--- src/rtl/inst_encoder_pkg.sv ---
// Shared instruction-format constants: TYPE_* codes, base opcodes, and the
// opcode -> expected format mapping used by the encoder's legality check.
package inst_encoder_pkg;

    localparam logic [2:0] TYPE_NONE = 3'd0;
    localparam logic [2:0] TYPE_R    = 3'd1;
    localparam logic [2:0] TYPE_I    = 3'd2;
    localparam logic [2:0] TYPE_S    = 3'd3;
    localparam logic [2:0] TYPE_B    = 3'd4;
    localparam logic [2:0] TYPE_U    = 3'd5;
    localparam logic [2:0] TYPE_J    = 3'd6;

    localparam logic [6:0] OPC_LOAD     = 7'b0000011;
    localparam logic [6:0] OPC_MISC_MEM = 7'b0001111;
    localparam logic [6:0] OPC_OP_IMM   = 7'b0010011;
    localparam logic [6:0] OPC_AUIPC    = 7'b0010111;
    localparam logic [6:0] OPC_STORE    = 7'b0100011;
    localparam logic [6:0] OPC_OP       = 7'b0110011;
    localparam logic [6:0] OPC_LUI      = 7'b0110111;
    localparam logic [6:0] OPC_BRANCH   = 7'b1100011;
    localparam logic [6:0] OPC_JALR     = 7'b1100111;
    localparam logic [6:0] OPC_JAL      = 7'b1101111;
    localparam logic [6:0] OPC_SYSTEM   = 7'b1110011;

    localparam int FIFO_DEPTH = 2;

    typedef struct packed {
        logic [31:0] inst;
        logic        err;
    } enc_word_t;

    // Unknown opcodes map to TYPE_NONE so they can never match a real format.
    function automatic logic [2:0] opcode_type(input logic [6:0] opc);
        case (opc)
            OPC_LUI, OPC_AUIPC:                     return TYPE_U;
            OPC_JAL:                                return TYPE_J;
            OPC_BRANCH:                             return TYPE_B;
            OPC_LOAD, OPC_OP_IMM, OPC_JALR,
            OPC_MISC_MEM, OPC_SYSTEM:               return TYPE_I;
            OPC_STORE:                              return TYPE_S;
            OPC_OP:                                 return TYPE_R;
            default:                                return TYPE_NONE;
        endcase
    endfunction

endpackage

--- src/rtl/inst_encoder_pack.sv ---
// Combinational field packing and immediate range checking for one bundle.
module inst_pack
    import inst_encoder_pkg::*;
#(
    parameter int XLEN = 32
) (
    input  logic [2:0]      itype,
    input  logic [6:0]      opcode,
    input  logic [4:0]      rd,
    input  logic [4:0]      rs1,
    input  logic [4:0]      rs2,
    input  logic [2:0]      funct3,
    input  logic [6:0]      funct7,
    input  logic [XLEN-1:0] imm,
    output logic [31:0]     inst,
    output logic            err
);

    logic sx12_ok, sx13_ok, sx21_ok, range_err;

    // Immediate must equal the sign-extension of its low N bits.
    assign sx12_ok = (imm == XLEN'($signed(imm[11:0])));
    assign sx13_ok = (imm == XLEN'($signed(imm[12:0])));
    assign sx21_ok = (imm == XLEN'($signed(imm[20:0])));

    always_comb begin
        inst      = '0;
        range_err = 1'b0;
        case (itype)
            TYPE_R: inst = {funct7, rs2, rs1, funct3, rd, opcode};
            TYPE_I: begin
                inst      = {imm[11:0], rs1, funct3, rd, opcode};
                range_err = !sx12_ok;
            end
            TYPE_S: begin
                inst      = {imm[11:5], rs2, rs1, funct3, imm[4:0], opcode};
                range_err = !sx12_ok;
            end
            TYPE_B: begin
                inst      = {imm[12], imm[10:5], rs2, rs1, funct3, imm[4:1], imm[11], opcode};
                range_err = !sx13_ok || imm[0];
            end
            TYPE_U: begin
                inst      = {imm[31:12], rd, opcode};
                range_err = (imm[11:0] != 12'd0);
            end
            TYPE_J: begin
                inst      = {imm[20], imm[10:1], imm[11], imm[19:12], rd, opcode};
                range_err = !sx21_ok || imm[0];
            end
            default: range_err = 1'b1;
        endcase
    end

    assign err = range_err || (opcode_type(opcode) != itype);

endmodule

--- src/rtl/inst_encoder.sv ---
// Instruction encoder: packs a decoded field bundle into a 32-bit word and
// queues it in a 2-entry FIFO, counting illegal bundles (saturating).
module inst_encoder
    import inst_encoder_pkg::*;
#(
    parameter int XLEN = 32
) (
    input  logic            clock,
    input  logic            reset_n,
    input  logic            in_valid,
    output logic            in_ready,
    input  logic [2:0]      in_itype,
    input  logic [6:0]      in_opcode,
    input  logic [4:0]      in_rd,
    input  logic [4:0]      in_rs1,
    input  logic [4:0]      in_rs2,
    input  logic [2:0]      in_funct3,
    input  logic [6:0]      in_funct7,
    input  logic [XLEN-1:0] in_imm,
    output logic            out_valid,
    input  logic            out_ready,
    output logic [31:0]     out_inst,
    output logic            out_err,
    output logic [7:0]      err_count
);

    logic [31:0] pk_inst;
    logic        pk_err;

    inst_pack #(.XLEN(XLEN)) u_pack (
        .itype  (in_itype),
        .opcode (in_opcode),
        .rd     (in_rd),
        .rs1    (in_rs1),
        .rs2    (in_rs2),
        .funct3 (in_funct3),
        .funct7 (in_funct7),
        .imm    (in_imm),
        .inst   (pk_inst),
        .err    (pk_err)
    );

    enc_word_t  mem_q [FIFO_DEPTH];
    enc_word_t  mem_d [FIFO_DEPTH];
    logic       wr_ptr_q, wr_ptr_d, rd_ptr_q, rd_ptr_d;
    logic [1:0] count_q, count_d;
    logic [7:0] err_count_q, err_count_d;
    logic       push, pop;

    // Ready depends only on occupancy, never on out_ready.
    assign in_ready  = (count_q != 2'(FIFO_DEPTH));
    assign out_valid = (count_q != 2'd0);
    assign push      = in_valid && in_ready;
    assign pop       = out_valid && out_ready;

    always_comb begin
        mem_d       = mem_q;
        wr_ptr_d    = wr_ptr_q;
        rd_ptr_d    = rd_ptr_q;
        count_d     = count_q;
        err_count_d = err_count_q;
        if (push) begin
            mem_d[wr_ptr_q] = '{inst: pk_inst, err: pk_err};
            wr_ptr_d        = ~wr_ptr_q;
            if (pk_err && err_count_q != 8'hFF)
                err_count_d = err_count_q + 8'd1;
        end
        if (pop)
            rd_ptr_d = ~rd_ptr_q;
        case ({push, pop})
            2'b10:   count_d = count_q + 2'd1;
            2'b01:   count_d = count_q - 2'd1;
            default: count_d = count_q;
        endcase
    end

    always_ff @(posedge clock or negedge reset_n) begin
        if (!reset_n) begin
            mem_q       <= '{default: '0};
            wr_ptr_q    <= 1'b0;
            rd_ptr_q    <= 1'b0;
            count_q     <= 2'd0;
            err_count_q <= 8'd0;
        end else begin
            mem_q       <= mem_d;
            wr_ptr_q    <= wr_ptr_d;
            rd_ptr_q    <= rd_ptr_d;
            count_q     <= count_d;
            err_count_q <= err_count_d;
        end
    end

    assign out_inst  = out_valid ? mem_q[rd_ptr_q].inst : 32'd0;
    assign out_err   = out_valid ? mem_q[rd_ptr_q].err  : 1'b0;
    assign err_count = err_count_q;

endmodule

--- config.mk ---
export PLATFORM = sky130hd
export DESIGN_NAME = inst_encoder
export DESIGN_NICKNAME = d
export VERILOG_FILES = /design/src/rtl/inst_encoder_pkg.sv /design/src/rtl/inst_encoder_pack.sv /design/src/rtl/inst_encoder.sv
export SDC_FILE = /design/constraint.sdc
export NUM_CORES = 1
export LEC_CHECK = 0
export CAP_MARGIN = 20
export CORE_MARGIN = 1
export CORE_UTILIZATION = 31
export DETAILED_ROUTE_END_ITERATION = 7
export GPL_ROUTABILITY_DRIVEN = 0
export GPL_TIMING_DRIVEN = 0
export SETUP_SLACK_MARGIN = 0.15
export SKIP_CTS_REPAIR_TIMING = 1
export SLEW_MARGIN = 20
export SYNTH_ARGS = -nofsm -noshare
export SYNTH_HDL_FRONTEND = slang
export SYNTH_HIERARCHICAL = 1
export SYNTH_SLANG_ARGS = --single-unit
export TNS_END_PERCENT = 30
--- constraint.sdc ---
create_clock -name clock -period 2.4 [get_ports clock]
set_input_delay 0.24 -clock clock [delete_from_list [all_inputs] [get_ports clock]]
set_output_delay 0.24 -clock clock [all_outputs]
set_load 0.005 [all_outputs]
==> metrics.yaml <==
timing:
  setup_tns_ps: 0
  slew_headroom_pct: 40.5
  fin_crit_sh_pct: 92.2
  timing.fmax_mhz: 452
  setup_violations: 0
  finalMaxSlewViolations: 0
  grt_setup_unrepaired: "true"
  worstMarginPinSlew_ps: 887
  min_period_ps: 2210
  hold_viol_final: 0
  finalClockSkew_ps: 8.62
  setup_slack_ps: 188
global_routing:
  grt_max_degree: 44
  grt_pass1_wl_um: 22400
  grt_overflow: 0
  grt_usage_pct: 17.8
  grt_pass1_vias: 4286
  antenna_found_initial: 0
yosys:
  synthArstFlopShare_pct: 100
  synth_cell_type_count: 60
  syn_area_per_cell_um2: 10.9
  netlist_instances: 442
  synth_ff_type: "dfrtp_1"
  synth_edf_count: 0
  ys_ff_latch: 78
  ys_seq_area_share_pct: 40.4
  netlist_area_um2: 4830
  synth_fp_nets: 515
  yosys_warnings: 6
final_layout:
  drive_gt1_share_pct: 24.2
  final_nets: 647
  fillCellCount: 1452
  design_area_um2: 6790
  layout.cells.non_filler: 767
  final_common_cell: "dfrtp_1"
  mostFrequentLayoutCells: "dfrtp_1, clkdlybuf4s50_1, nor2_1"
  seqCellArea_um2: 1950
  multiInputGateArea_um2: 2740
  n_antenna_cell: 0
  syn_to_final_growth_pct: 40.4
floorplanning:
  start_util_pct: 31.8
  die_area_um2: 16100
  pin_count: 114
  die_w_um: 127
  core_area_um2: 15200
  fp-row-count: 45
  die_h_um: 127
setup_path:
  start_kind: "input pin"
  end_kind: "register"
  ff2ff_path_depth: 6
  crit_type: "in -> reg"
  cp_max_fo: 5
  r2r_slack_ps: 740
  rr_endpoint: "mem_q[38]"
  crit_arrival_ps: 2430
  crit_required_ps: 2620
  r2r-start: "count_q[0]"
drt:
  drt-pass1-iter-count: 5
  drc_errors: 0
  drt_iter0_markers: 322
  drtAntennaViolNets: 0
  viasPerCell: 5.50
  wire_per_inst_um: 18.4
  routed_wl_um: 14100
  vias: 4219
placement:
  dp.cells: 740
  io_buffers: 109
  placed_cell_area_um2: 6180
  post-place-ws_ps: -767
  dpl.hpwl_um: 10500
worst_hold_path:
  worstHoldEndpoint: "mem_q[20]"
  min_from: "in_imm[19]"
  min_path_cells: 3
  hold_class: "in -> reg"
clocking:
  cts_made_buffers: 9
  cts_tree: "done"
  clkLatencyLatePin_ps: 340
  cts_max_level: 3
  cts_root_buf: "clkbuf_16"
  clk_pin_slew_ps: 60
  numClockSinks: 78
  cts_max_path_buffers: 2
pwr:
  p_per_area_nw_per_um2: 1080
  peakVddDrop_mv: 0.431
  p_leak_nw: 3.17
run_status:
  status: "finished clean"
run:
  maxCapViolations: 0
-- sequential cells by signal (all words and copies together), names as in the netlist --
signal and count:
err_count 8, count_q 2, rd_ptr_q 1, wr_ptr_q 1, mem_q 66
-- worst max-delay path: stages --
cell and delay, ps:
clkbuf_2 170, or4_4 590, nor3_2 180, o221ai_1 160, o221ai_2 230, nand4_1 120
buf_4 170, nand2_2 100, nor2b_2 60, nand4_1 90, mux2_2 330
-- final cells by class --
type / count / area share, %
clock inverter: 5 / 0.867
inverter: 11 / 0.664
multi-input combinational: 325 / 40.4
clock buffer: 11 / 3.58
buffer: 28 / 3.49
sequential: 78 / 28.8
timing repair buffer: 121 / 18.7
tap: 188 / 3.47
-- where the power goes --
| group | switching, mW | leakage [nW] | total [mW] | internal [mW] |
|---|---|---|---|---|
| Sequential | 0.382 | 0.951 | 2.32 | 1.93 |
| Combinational | 1.49 | 2.07 | 3.66 | 2.17 |
| Clock | 0.549 | 0.142 | 1.38 | 0.834 |
-- cell families after synthesis --
kind of cell	synth area share [%]
xor+xnor	1.81
fa+ha+maj	0.518
buf+inv	5.08
simple gates	14.9
compound gates	11.6
flops	40.4
mux	25.7
-- how the worst max path moves through the flow --
stage                 startpoint           end  slack [ps]  cells after the start
floorplan           in_opcode[3]  err_count[1]         170                     10
global placement         reset_n     mem_q[25]       -1600                      1
detailed placement    in_imm[28]  err_count[3]        -770                     10
CTS                   in_imm[28]  err_count[3]        -400                     10
global route            rd_ptr_q  out_inst[10]         120                      5
finish                in_imm[28]  err_count[3]         190                     11
-- cells in the mapped netlist, types with 2 or more instances --
| master | count | area [um^2] |
|---|---|---|
| a31oi_1 | 2 | 12.5 |
| mux2_4 | 20 | 300 |
| mux2_2 | 34 | 383 |
| nor4_1 | 3 | 18.8 |
| mux2_1 | 14 | 158 |
| nand4_1 | 7 | 43.8 |
| a22oi_1 | 5 | 37.5 |
| nor3_1 | 12 | 60.1 |
| a22o_1 | 8 | 70.1 |
| or4_1 | 4 | 30.0 |
| a221oi_1 | 22 | 193 |
| nand3_1 | 4 | 20.0 |
| buf_2 | 7 | 35.0 |
| xnor2_1 | 4 | 35.0 |
| ha_1 | 2 | 25.0 |
| nand3b_1 | 2 | 15.0 |
| o21ai_0 | 11 | 55.1 |
| buf_4 | 4 | 30.0 |
| clkbuf_1 | 7 | 26.3 |
| and2_1 | 6 | 37.5 |
| inv_1 | 10 | 37.5 |
| nor2_1 | 60 | 225 |
| a21oi_1 | 10 | 50.1 |
| xor2_1 | 6 | 52.6 |
| buf_6 | 10 | 113 |
| nand4b_1 | 2 | 17.5 |
| nand2_1 | 9 | 33.8 |
| mux2i_1 | 40 | 400 |
| dfrtp_1 | 78 | 1950 |
| nor2b_1 | 4 | 25.0 |
| o221ai_1 | 3 | 26.3 |
| o21a_1 | 3 | 22.5 |
| or3_1 | 2 | 12.5 |
-- stage by stage --
step	hold WS, ps	utilization [%]	power [mW]
5_1_grt	413	44.6	7.85
2_1_floorplan	-55.6	-	4.33
3_3_place_gp	468	40.5	5.87
6_report	387	44.6	7.36
4_1_cts	-86.6	42.6	7.38
3_5_place_dp	275	40.6	5.96
-- layer usage --
layer / GRT usage, % / routed length [um]
met5: 0 / 0
met1: 23.6 / 6130
met2: 28.6 / 6660
met3: 3.08 / 929
met4: 7.21 / 390
(Power assumes the default switching activity.)
